File: config.mk
export PLATFORM = sky130hd
export DESIGN_NAME = shifter_pipe
export DESIGN_NICKNAME = d
export VERILOG_FILES = /design/src/rtl/shifter_pipe.sv
export SDC_FILE = /design/constraint.sdc
export NUM_CORES = 1
export LEC_CHECK = 0
export CAP_MARGIN = 40
export CORE_MARGIN = 2
export CORE_UTILIZATION = 46
export DETAILED_ROUTE_END_ITERATION = 16
export PLACE_DENSITY = 0.79
export SLEW_MARGIN = 15
export SYNTH_ARGS = -nofsm -noshare
export SYNTH_HDL_FRONTEND = slang
export SYNTH_SLANG_ARGS = --single-unit
File: constraint.sdc
create_clock -name Clk -period 1.65 [get_ports Clk]
set_clock_uncertainty 0.15 [all_clocks]
set_input_delay 0.33 -clock Clk [delete_from_list [all_inputs] [get_ports Clk]]
set_output_delay 0.33 -clock Clk [all_outputs]
set_load 0.01 [all_outputs]
File: src/rtl/shifter_pipe.sv
// shifter_pipe: pipelined barrel shifter (SLL / SRL / SRA, optional ROR).
//
// Operands pass through log2(WIDTH) mux levels, largest shift first. A
// register stage is placed after every REG_STRIDE levels (and after the last
// level), so latency is L = ceil(SAW / REG_STRIDE). Stall is global: every
// stage holds while the output is valid and not accepted.
//
// Optional feature macro: SHIFTER_PIPE_ROTATE_EN
//   defined   -> Mode 11 rotates right; C is the last bit wrapped to the MSB.
//   undefined -> no wrap-around datapath; Mode 11 behaves exactly as SRL.
//
// Ports:
//   Clk        clock, rising edge
//   Reset      synchronous, active-high reset
//   in_valid   operand valid            in_ready   block accepts an operand
//   X          operand                  Sa         shift amount
//   Mode       00 SLL, 01 SRL, 10 SRA, 11 ROR
//   out_valid  result valid             out_ready  consumer accepts result
//   Sh         result                   C          last bit shifted out
//   Z          Sh == 0
module shifter_pipe #(
  parameter int unsigned WIDTH      = 32,
  parameter int unsigned REG_STRIDE = 1
) (
  input  logic                     Clk,
  input  logic                     Reset,
  input  logic                     in_valid,
  output logic                     in_ready,
  input  logic [WIDTH-1:0]         X,
  input  logic [$clog2(WIDTH)-1:0] Sa,
  input  logic [1:0]               Mode,
  output logic                     out_valid,
  input  logic                     out_ready,
  output logic [WIDTH-1:0]         Sh,
  output logic                     C,
  output logic                     Z
);

  localparam int unsigned SAW = $clog2(WIDTH);
  localparam int unsigned L   = (SAW + REG_STRIDE - 1) / REG_STRIDE;

  // Pipeline stage registers; index L-1 is the output register.
  logic [L-1:0][WIDTH-1:0] data_q;
  logic [L-1:0]            carry_q;
  logic [L-1:0]            valid_q;
  logic [L-1:0][SAW-1:0]   sa_q;
  logic [L-1:0][1:0]       mode_q;
  logic                    z_q;

  // Combinational level outputs and the value each stage captures.
  logic [SAW-1:0][WIDTH-1:0] lvl_d;
  logic [SAW-1:0]            lvl_c;
  logic [L-1:0][WIDTH-1:0]   stage_d;
  logic [L-1:0]              stage_c;
  logic                      advance;

  for (genvar j = 0; j < SAW; j++) begin : g_lvl
    localparam int unsigned S = j / REG_STRIDE;  // stage this level belongs to
    localparam int unsigned K = SAW - 1 - j;     // Sa bit handled here
    localparam int unsigned A = 1 << K;          // shift distance

    logic [WIDTH-1:0] d_in;
    logic             c_in;
    logic             en;
    logic [1:0]       md;
    logic [WIDTH-1:0] d_out;
    logic             c_out;

    // Sa and Mode come from the input port in stage 0, else from the
    // register that holds this item's control bits.
    if (S == 0) begin : g_ctl_in
      assign en = Sa[K];
      assign md = Mode;
    end else begin : g_ctl_reg
      assign en = sa_q[S-1][K];
      assign md = mode_q[S-1];
    end

    if (j == 0) begin : g_src_in
      assign d_in = X;
      assign c_in = 1'b0;
    end else if (j % REG_STRIDE == 0) begin : g_src_reg
      assign d_in = data_q[S-1];
      assign c_in = carry_q[S-1];
    end else begin : g_src_chain
      assign d_in = lvl_d[j-1];
      assign c_in = lvl_c[j-1];
    end

    // Carry is the last bit to leave at this level; because levels go
    // largest-first, the last level that shifts leaves the final carry.
    always_comb begin
      d_out = d_in;
      c_out = c_in;
      if (en) begin
        case (md)
          2'b00: begin
            d_out = d_in << A;
            c_out = d_in[WIDTH-A];
          end
          2'b10: begin
            d_out = $signed(d_in) >>> A;
            c_out = d_in[A-1];
          end
`ifdef SHIFTER_PIPE_ROTATE_EN
          2'b11: begin
            d_out = {d_in[A-1:0], d_in[WIDTH-1:A]};
            c_out = d_in[A-1];
          end
`endif
          default: begin
            d_out = d_in >> A;
            c_out = d_in[A-1];
          end
        endcase
      end
    end

    assign lvl_d[j] = d_out;
    assign lvl_c[j] = c_out;
  end

  for (genvar s = 0; s < L; s++) begin : g_stage
    localparam int unsigned LastLvl =
        ((s + 1) * REG_STRIDE > SAW) ? SAW - 1 : (s + 1) * REG_STRIDE - 1;
    assign stage_d[s] = lvl_d[LastLvl];
    assign stage_c[s] = lvl_c[LastLvl];
  end

  assign advance = out_ready | ~valid_q[L-1];

  always_ff @(posedge Clk) begin
    if (Reset) begin
      data_q  <= '0;
      carry_q <= '0;
      valid_q <= '0;
      sa_q    <= '0;
      mode_q  <= '0;
      z_q     <= 1'b0;
    end else if (advance) begin
      data_q     <= stage_d;
      carry_q    <= stage_c;
      z_q        <= ~|stage_d[L-1];
      valid_q[0] <= in_valid;
      sa_q[0]    <= Sa;
      mode_q[0]  <= Mode;
      for (int unsigned s = 1; s < L; s++) begin
        valid_q[s] <= valid_q[s-1];
        sa_q[s]    <= sa_q[s-1];
        mode_q[s]  <= mode_q[s-1];
      end
    end
  end

  // Control bits of the last stage and already-consumed Sa bits are dead.
  logic unused_ctl;
  assign unused_ctl = ^{sa_q, mode_q};

  assign in_ready  = advance;
  assign out_valid = valid_q[L-1];
  assign Sh        = data_q[L-1];
  assign C         = carry_q[L-1];
  assign Z         = z_q;

endmodule
Word level (Yosys, flattened, before mapping)
Cells that the tools add are included.
Storage, ports and cells
  ROM bits: 0
  memories: 0
  logic and storage cells: 50
  input bits: 43
  memory bits (writable): 0
  bits in latches: 0
  flip-flop bits (word level): 189
Cells by class
  bitwise logic cells: 2
  add/subtract/negate cells: 0
  muxes and demuxes: 20
  reduce and logical (&&, ||, !) cells: 7
  equality and inequality tests: 5
  multiply operators: 0
  order comparisons: 0
  divide/modulo/power cells: 0
  shift-type cells: 0
Operators by type and width (count)
  $pmux W32 S2: 5
  $mux W32: 5
  $reduce_or A32 Y1: 1
  $eq A2 B2 Y1 const B: 5
  $logic_not A2 Y1: 5
  $mux W1: 10
  $logic_not A1 Y1: 1
  $not A1 Y1: 1
  $or A1 B1 Y1: 1

Logic depth before layout (Yosys ltp)
  depth in word-level cells: 5
  depth in mapped cells: 8
  gate-level depth less buffers: 5

Worst setup path before layout
OpenSTA, ideal clock, no wires.
  path kind: flip-flop to flip-flop
  from: reg mode_q (netlist bit g_lvl[4].md[1])
  to: reg z_q, in the netlist Z
  arrival: 1.537 ns
  cell stages (with the launch flop): 7
  required time: 1.439 ns
  setup time: 0.061 ns
  period minus slack after synthesis: 1.748 ns
  setup slack: -0.098 ns
  path buffers: 1
  cells stage by stage: dfxtp_1 > buf_6 > or4_1 > o31ai_1 > a32oi_1 > a2111oi_2 > a32o_1
On the way
  longest elaborated chain between the ends: 5
  elaborated cells on any way between the ends: 6
  classes of those cells: 1 x eq/ne; 2 x mux; 3 x reduce/logical
RTL lines
  start, declared: line 47  | logic [L-1:0][1:0] mode_q;
  start signal, assigned by index: line 150  | mode_q[s] <= mode_q[s-1];
  $eq A2 B2 Y1 or $logic_not A2 Y1 (tied branches): line 96  | case (md)
  $pmux W32 S2 *: line 96
  $mux W32 *: line 95  | if (en) begin
  $reduce_or A32 Y1 *: line 143  | z_q <= ~|stage_d[L-1];
  $logic_not A1 Y1 *: line 143
  end signal, assigned: line 143
  end, declared: line 48  | logic z_q;
Mark *: on every way between the ends. The rest lies on a longest branch, timed or not.
A chain may end at the register's enable or synchronous reset.

Worst setup path after layout
Same ends and word-level chain as after synthesis.

==> summary.txt <==
Floorplanning
  • Die area: between 0.02 and 0.025 mm²
  • Die span in y: between 100 and 150 µm
  • Ports: 79
  • Starting Density: between 40 and 50%
  • Core area: ~0.02 mm²
  • Site row count: 52
  • DIE WIDTH: 147 µm

Worst setup path
  • CP max FO: 6
  • Element type at the critical path end: flip-flop
  • Critical Path Start Type: flip-flop
  • CP arrival: between 1.5 and 2 ns
  • Critical Setup Path Class: flip-flop to flip-flop
  • Worst EP required: 1.83 ns

Timing
  • Setup TNS: -0.551 ns
  • Max_slew headroom: 62.5%
  • Tmin final: about 1.8 ns
  • Unrepaired setup endpoints after global routing: yes
  • Worst-Margin Slew: about 0.56 ns
  • Max-slew violation count: 0
  • Final worst slack: -0.138 ns
  • Final period util: 108%
  • Achievable frequency: roughly 560 MHz
  • Final setup viols: 13
  • Endpoints failing hold: 0

Power
  • IR Drop Worst-Case VDD: roughly 760 µV
  • Pleak: between 0.004 and 0.005 µW
  • Power density over the cells: just under 900 mW/mm²

Global route
  • Number of global-route vias before repair: about 9k
  • Maximum number of pins on one net before global-route repair: roughly 120
  • GR Util All Layers: between 20% and 30%
  • Total congestion overflow: 0
  • First-pass GRT wire length: 44.9 mm
  • Initial antenna violation count: 0

Final layout
  • Final std cells w/o fill: 1,700
  • Layout cells sized above 1: 17.2%
  • Inserted Diodes: 0
  • Area growth syn-to-layout: 32.5%
  • Final nets: about 1.5k
  • Filler Cell Count: 1,688

Synthesis
  • Yosys top cell by area: dfxtp_1
  • Syn_area_per_cell: slightly above 7 µm²
  • Syn nets: about 1.4k
  • EDFF count, synth: 0
  • Commonest cells in the netlist: nor2_1, nand2_1, dfxtp_1, a21oi_1, a311oi_1
  • Sequential share of the synthesized area: 40.1%
  • Syn Inst Count: around 1.3k
  • Post-synthesis register bit count: approximately 190
  • Mapped Area: between 0.009 and 0.01 mm²
  • Top cell type's share of synthesized area: between 40% and 50%
  • Post-synth cell types: 37
  • Count leader, synth: nor2_1
  • Synth async-reset ratio: 0%
  • Ys Warns: 0
  • Most used DFF post-synth: dfxtp_1
  • Top post-synthesis cells by area: dfxtp_1, nor2_1, a311oi_1

Place
  • IO buf count: between 70 and 80
  • HPWL after detailed placement: between 15 and 20 mm
  • Placed cells: between 1.5k and 2k
  • Setup Slack @ Placement: -0.522 ns
  • Placer Congestion: 0.915

Min path
  • Hold Crit Class: primary input to flip-flop

Clock tree
  • CTS tree: done
  • Hold Buf Count CTS: 0
  • Deepest clock path buffer count: 2
  • Reg clk slew, reported paths: around 0.07 ns
  • H-tree levels: 4
  • Worst-Skew Late Latency: ~0.43 ns
  • Clock root buffer: clkbuf_16
  • CTS sink cnt: 189
  • CTS Buf Count: 17

Detailed routing
  • DRC: 0
  • DRT iter0 DRCs: slightly above 800
  • DR WL/cell: between 15 and 20 µm
  • Pre-antenna DRT Iters: 6
  • Routed WL: 28.9 mm
  • Vias: between 10k and 15k
  • Detail Route Antenna Nets: 0
  • Via-per-instance ratio: approximately 6.0

Status
  • Failing checks: setup timing
  • Run status: complete, but fails checks

Flow run
  • Max Cap Violations: 0
-- registers in the layout (all words and copies together), names as in the netlist --
name	count
g_lvl.d_in	128
Sh	32
g_lvl.md	8
sa_q	6
carry_q	5
valid_q	5
g_lvl.en	4
Z	1
-- layout by cell type, fill, tap and decap left out, types with 5 or more instances in the layout --
cell | netlist | routed
o21ai_0 | 60 | 58
buf_12 | 0 | 18
nand2_1 | 227 | 221
or2_4 | 0 | 6
clkbuf_16 | 0 | 23
buf_4 | 0 | 89
clkdlybuf4s50_1 | 0 | 40
a311oi_2 | 0 | 21
nor3_1 | 44 | 44
and3_1 | 10 | 10
mux2i_1 | 9 | 9
nor2b_1 | 6 | 5
nor4_1 | 11 | 10
nor2_1 | 269 | 264
inv_1 | 30 | 30
a221oi_2 | 0 | 14
a32oi_1 | 5 | 5
dfxtp_1 | 189 | 182
a221oi_1 | 38 | 24
a211oi_1 | 26 | 21
dlygate4sd2_1 | 0 | 36
a311oi_1 | 104 | 83
a21oi_1 | 128 | 126
a211oi_2 | 0 | 5
nand2_2 | 0 | 5
buf_6 | 1 | 12
-- logic make-up after synthesis --
kind of cell | after synthesis | share of synthesized area [%]
compound gates | 373 | 26.8
buf+inv | 160 | 6.65
flops | 189 | 40.1
simple gates | 582 | 25.1
mux | 12 | 1.31
-- per-layer routing --
metal	GRT usage, %	up-vias	wire length (µm)
li1	-	4870	-
met1	30.9	4768	11700
met2	43.5	428	14500
met3	3.98	80	1650
met4	9.57	0	969
met5	0	-	0
-- power breakdown --
group / total, µW / switching (µW) / internal (µW)
combinational: 1630 / 858 / 776
sequential: 5040 / 251 / 4790
clock: 4460 / 1760 / 2710
total: 11100 / 2870 / 8270
-- repair_timing --
item,in CTS,in global routing
gates resized for setup,83,67
gates cloned,2,9
endpoints found under the hold margin,0,0
setup buffers,2,5
setup endpoints to repair,105,110
pin swaps,2,20
-- worst max-delay path: stages (launching register included) --
cell	delay, ns
dfxtp_4	0.37
buf_4	0.16
or3b_4	0.40
a31oi_4	0.20
or2_4	0.15
nor4_2	0.04
a32o_1	0.22
-- per-stage QoR --
stage               util, %  power [µW]  hold slack [ns]  instance area (µm²)
floorplan                 -        5970            0.282                 9430
global placement       55.2        6560            0.288                11100
detailed placement     55.2        6600            0.297                11100
CTS                    59.5       11000            0.156                12000
global route           61.9       11500            0.168                12500
finish                 61.9       11100            0.168                12500
-- path summary, 6_finish.rpt --
kind | from | endpoint | cells after the start | slack, ns
setup / recovery | g_lvl[4].md[1] | Z | 6 | -0.14
hold / removal | Reset | Z | 3 | 0.17
setup reg to reg | g_lvl[4].md[1] | Z | 6 | -0.14
hold reg to reg | valid_q[1] | valid_q[1] | 2 | 0.30
-- layout make-up --
class	count	area, µm²	share of cell area (%)
multi-input cells	970	5430	43.5
clock inverters	9	155	1.24
well taps	270	338	2.70
flip-flops and latches	189	3800	30.4
repair buffers	207	2160	17.3
inverters	32	120	0.961
clock buffers	23	488	3.91
Power figures use the tool's default switching activity.
